--- src/rtl/up_down_counter_pkg.sv ---
// Shared types and constants for the up/down count decoder.
package up_down_counter_pkg;

  localparam int ERR_CNT_W = 8;

  typedef enum logic [1:0] {
    EMPTY,
    PRIMED,
    UP,
    DOWN
  } ud_state_t;

  typedef enum logic [1:0] {
    STEP_UP,
    STEP_DOWN,
    STEP_HOLD,
    STEP_ILLEGAL
  } ud_step_t;

endpackage

--- src/rtl/up_down_step_classify.sv ---
// Combinational classifier: compares a new count sample against the
// reference sample and reports the kind of step and whether it wrapped.
module up_down_step_classify
  import up_down_counter_pkg::*;
#(
  parameter int N         = 4,
  parameter int MAX_VALUE = 10
) (
  input  logic [N-1:0] p,
  input  logic [N-1:0] c,
  output ud_step_t     step,
  output logic         is_wrap
);

  // One extra bit so p+1 at 2^N-1 and p-1 at 0 never alias a legal value.
  localparam logic [N:0] MAX_EXT = (N+1)'(MAX_VALUE);

  logic [N:0] p_ext;
  logic [N:0] c_ext;
  logic [N:0] p_inc;
  logic [N:0] p_dec;

  // Successor/predecessor on the 0..MAX_VALUE loop, then priority match.
  always_comb begin
    p_ext   = {1'b0, p};
    c_ext   = {1'b0, c};
    p_inc   = (p_ext == MAX_EXT) ? '0 : p_ext + 1'b1;
    p_dec   = (p_ext == '0) ? MAX_EXT : p_ext - 1'b1;
    step    = STEP_ILLEGAL;
    is_wrap = 1'b0;
    if (c_ext > MAX_EXT) begin
      step = STEP_ILLEGAL;
    end else if (c_ext == p_ext) begin
      step = STEP_HOLD;
    end else if (c_ext == p_inc) begin
      step    = STEP_UP;
      is_wrap = (p_ext == MAX_EXT);
    end else if (c_ext == p_dec) begin
      step    = STEP_DOWN;
      is_wrap = (p_ext == '0);
    end
  end

endmodule

--- src/rtl/up_down_count_decoder.sv ---
// Observer for a looping up/down counter: tracks direction, flags wraps,
// direction reversals and illegal samples, and tallies errors.
module up_down_count_decoder
  import up_down_counter_pkg::*;
#(
  parameter int N         = 4,
  parameter int MAX_VALUE = 10
) (
  input  logic                 clk,
  input  logic                 reset_n,
  input  logic                 clear,
  input  logic                 sample_en,
  input  logic [N-1:0]         count_in,
  output logic                 dir,
  output logic                 dir_valid,
  output logic [N-1:0]         last_count,
  output logic                 step_pulse,
  output logic                 wrap_pulse,
  output logic                 dir_change_pulse,
  output logic                 err_pulse,
  output logic [ERR_CNT_W-1:0] err_count
);

  localparam logic [N:0] MAX_EXT = (N+1)'(MAX_VALUE);

  ud_state_t state;
  ud_step_t  step;
  logic      is_wrap;
  logic      in_range;

  function automatic logic [ERR_CNT_W-1:0] sat_inc(input logic [ERR_CNT_W-1:0] v);
    if (&v) return v;
    return v + 1'b1;
  endfunction

  // The last accepted sample is the reference for the next classification.
  up_down_step_classify #(
    .N         (N),
    .MAX_VALUE (MAX_VALUE)
  ) u_classify (
    .p       (last_count),
    .c       (count_in),
    .step    (step),
    .is_wrap (is_wrap)
  );

  // Out-of-range samples can never serve as a reference.
  assign in_range = ({1'b0, count_in} <= MAX_EXT);

  // Tracking FSM with registered outputs and saturating error tally.
  always_ff @(posedge clk or negedge reset_n) begin
    if (!reset_n) begin
      state            <= EMPTY;
      dir              <= 1'b0;
      dir_valid        <= 1'b0;
      last_count       <= '0;
      step_pulse       <= 1'b0;
      wrap_pulse       <= 1'b0;
      dir_change_pulse <= 1'b0;
      err_pulse        <= 1'b0;
      err_count        <= '0;
    end else begin
      step_pulse       <= 1'b0;
      wrap_pulse       <= 1'b0;
      dir_change_pulse <= 1'b0;
      err_pulse        <= 1'b0;
      if (clear) begin
        state      <= EMPTY;
        dir        <= 1'b0;
        dir_valid  <= 1'b0;
        last_count <= '0;
        err_count  <= '0;
      end else if (sample_en) begin
        if (!in_range) begin
          // No usable reference remains, from any state.
          state     <= EMPTY;
          dir_valid <= 1'b0;
          err_pulse <= 1'b1;
          err_count <= sat_inc(err_count);
        end else begin
          last_count <= count_in;
          case (state)
            EMPTY: begin
              state <= PRIMED;
            end
            default: begin
              // PRIMED, UP and DOWN share the step handling; reversal
              // is only reported when a direction was already tracked.
              case (step)
                STEP_UP: begin
                  state            <= UP;
                  dir              <= 1'b1;
                  dir_valid        <= 1'b1;
                  step_pulse       <= 1'b1;
                  wrap_pulse       <= is_wrap;
                  dir_change_pulse <= (state == DOWN);
                end
                STEP_DOWN: begin
                  state            <= DOWN;
                  dir              <= 1'b0;
                  dir_valid        <= 1'b1;
                  step_pulse       <= 1'b1;
                  wrap_pulse       <= is_wrap;
                  dir_change_pulse <= (state == UP);
                end
                STEP_ILLEGAL: begin
                  state     <= PRIMED;
                  dir_valid <= 1'b0;
                  err_pulse <= 1'b1;
                  err_count <= sat_inc(err_count);
                end
                default: begin
                  state <= state;
                end
              endcase
            end
          endcase
        end
      end
    end
  end

endmodule

--- config.mk ---
export PLATFORM = sky130hd
export DESIGN_NAME = up_down_count_decoder
export DESIGN_NICKNAME = d
export VERILOG_FILES = /design/src/rtl/up_down_counter_pkg.sv /design/src/rtl/up_down_step_classify.sv /design/src/rtl/up_down_count_decoder.sv
export SDC_FILE = /design/constraint.sdc
export NUM_CORES = 1
export LEC_CHECK = 0
export ABC_AREA = 1
export CAP_MARGIN = 40
export CELL_PAD_IN_SITES_DETAIL_PLACEMENT = 1
export CELL_PAD_IN_SITES_GLOBAL_PLACEMENT = 1
export CORE_MARGIN = 2
export CORE_UTILIZATION = 37
export DETAILED_ROUTE_END_ITERATION = 16
export HOLD_SLACK_MARGIN = 0.12
export PLACE_DENSITY = 0.8
export SYNTH_ARGS = -nofsm -noshare
export SYNTH_HDL_FRONTEND = slang
export SYNTH_HIERARCHICAL = 1
export SYNTH_SLANG_ARGS = --single-unit
--- constraint.sdc ---
create_clock -name clk -period 2.67 [get_ports clk]
set_input_delay 0.267 -clock clk [delete_from_list [all_inputs] [get_ports clk]]
set_output_delay 0.267 -clock clk [all_outputs]
set_load 0.03 [all_outputs]
==> qor.yml <==
final_layout:
  final_cell_mix: "70 x nand2_1, 26 x inv_1, 25 x clkdlybuf4s50_1"
  diodes: 0
  mostFrequentLayoutCell: "nand2_1"
  area_delta_synth_final_pct: 24.0
  layout-drive-gt1-share_pct: 9.09
  nets: 267
timing:
  final_hold_viol_count: 0
  setup_viol_count_final: 0
  worst_pin_slew_ns: 0.516
  finalSetupTns_ns: 0
  holdWs_ns: 0.209
  min_period_ns: 2.32
  drv_slew: 0
  relSlewSlack_pct: 65.6
  timing.final.crit_share_pct: 87.0
  rsz0062_at_grt: "false"
  skew_ns: 0.00940
  fmax_ghz: 0.431
synth:
  synthArstFlopShare_pct: 100
  yosysWarningCount: 6
  syn_area_um2: 1550
  synth_top_area_share_pct: 32.4
  synthFlopType: "dfrtp_1"
  synthCells: 226
  synth_top_family_by_area: "simple AND/OR/NAND/NOR gates"
  synth_xor_xnor_area_share_pct: 2.83
  ys_ff_latch: 20
  avgSynthCellArea_um2: 6.84
  yosysUniqueCellTypes: 28
  synth-simple-area-share_pct: 42.8
  synth-compound-area-share_pct: 8.58
  synth-adder-area-share_pct: 4.05
  ys_top_cells_by_area: "dfrtp_1 32%, nand2_1 17%, nand3_1 6.8%, inv_1 6.3%, nor2_1 5.8%"
  synth_top_area_cell: "dfrtp_1"
  mappedNetlistNets: 239
  synthMuxAreaShare_pct: 0
  ys_seq_area_share_pct: 32.4
  synth_edf_count: 0
critical_path:
  r2r_cells: 16
  path_class: "reg -> reg"
  start_kind: "register"
  r2r-end: "state[1]"
  cp_max_fo: 8
  reg2reg_slack_ns: 0.35
  crit_start: "last_count[0]"
  r2r_start: "last_count[0]"
  end_kind: "register"
  worstPathRequired_ns: 2.86
  crit_arrival_ns: 2.51
power:
  combinationalPowerShare_pct: 28.2
  total_leakage_power_nw: 0.946
  intPower_mw: 0.617
  power_density_nw_per_um2: 473
  ir_worst_vdd_mv: 0.391
  seqPwrFrac_pct: 38.7
  clock_power_share_pct: 33.1
  switching_share_pct: 31.9
  p_switching_mw: 0.289
route:
  drtIter0Drc: 77
  finalWirelength_mm: 4.08
  vias: 1543
  post_drt_wl_per_cell_um: 13.5
  dr.pass1.iters: 4
  postRouteAntennaNets: 0
  via_per_inst: 5.09
  drc: 0
global_routing:
  grtUsageTotal_pct: 18.9
  grt_pass1_vias: 1383
  antenna_found_initial: 0
  grt.overflow.total: 0
  grt_max_degree: 19
  grt_pass1_wl_mm: 6.59
clock_network:
  cts_tree: "built"
  clock_tree.root_cell: "clkbuf_8"
  cts.sinks: 20
  holdBufCountCts: 0
  max-clock-path-buffers: 2
  clkLatencyLatePin_ns: 0.26
  cts_max_level: 1
  cts_setup_buffers: 0
  clk_pin_slew_ns: 0.07
  cts.repair.resized: 0
  cts_buffers: 3
floorplan:
  fp-row-count: 23
  die_h_um: 68.6
  design.core.area_um2: 4000
  boundaryPins: 26
  initial_core_util_pct: 38.6
  die_area_um2: 4710
  die_w_um: 68.6
placed_design:
  place_congestion: 0.829
  io_buffers: 25
  dp_hpwl_mm: 3.24
flow_run:
  drv_cap: 0
run_status:
  outcome: "completed"
hold_path:
  hold_class: "in -> async"
## layout make-up
type                            count  area (µm²)
Clock buffer                        3        41.3
Sequential cell                    20         502
Timing Repair Buffer               26         265
Multi-Input combinational cell    174         901
Inverter                           29         114
Clock inverter                      1        30.0
Tap cell                           50        62.6
Fill cell                         530        2080
## state kept, by name, summed over array words and instances, names as in the netlist
register          cells
dir_valid             1
state                 2
dir                   1
last_count            4
wrap_pulse            1
err_count             8
dir_change_pulse      1
err_pulse             1
step_pulse            1
## how the worst max path moves through the flow
stage,end,slack (ns),cells after the start
global placement,err_count[1],0.33,15
detailed placement,err_count[3],0.25,15
CTS,state[1],0.24,16
finish,state[1],0.35,16
global route,state[0],0.04,18
floorplan,err_count[3],0.28,15
## metal layers
metal	share of wire (%)	wire, µm	vias to the layer above	global-route usage [%]
met3	3.3	135	2	2.44
li1	-	-	784	-
met2	44	1790	23	28.0
met1	52	2130	734	28.7
met4	0.83	34	0	5.25
met5	0	0	-	0
## metrics by stage
stage          power, mW  instance area (µm²)  utilization [%]  worst slack, ns  std cells
3_5_place_dp       0.613                 1840             46.1            0.254        299
4_1_cts            0.916                 1910             47.9            0.243        303
2_1_floorplan      0.523                 1550                -            0.281        226
5_1_grt            0.961                 1920             47.9           0.0364        303
3_3_place_gp       0.608                 1830             45.7            0.328        298
6_report           0.906                 1920             47.9            0.348        303
## power by group through the flow
stage	combinational (mW)	sequential, mW	clock (mW)
2_1_floorplan	0.146	0.377	0
5_1_grt	0.288	0.354	0.319
4_1_cts	0.259	0.351	0.306
3_5_place_dp	0.256	0.357	0
6_report	0.256	0.350	0.300
3_3_place_gp	0.252	0.356	0
## cells in the mapped netlist (2+ instances only)
library cell,number
nand3_2,5
nand2_4,2
xnor2_1,4
a21oi_1,5
nand4_1,7
nand2_2,2
nand2_1,70
o21ai_0,8
inv_1,26
dfrtp_1,20
nand3_1,21
buf_6,2
o22ai_1,2
inv_2,2
nor2_1,24
ha_1,5
nor2_2,3
o21ai_1,8
## critical path: stages, from the launching register on
cell	delay, ns
dfrtp_2	0.44
inv_1	0.15
ha_1	0.26
or2_1	0.26
nand3_2	0.06
nand2_1	0.06
nor2_2	0.13
nand3_2	0.10
nand2_1	0.07
nand2_1	0.11
nand2_1	0.12
inv_1	0.06
nor2_1	0.11
nand3_1	0.11
nand2_1	0.10
nand2_1	0.05
nand2_1	0.05
## cell families (layout without fill, tap and decap cells)
kind of cell               after synthesis  after routing
buffers and inverters                   32             59
xor gates and xnor gates                 5              5
DFF                                     20             20
adders and majority gates                5              5
and+or+nand+nor                        139            139
AOI/OAI and AO/OA                       25             25
(Power assumes the default switching activity.)
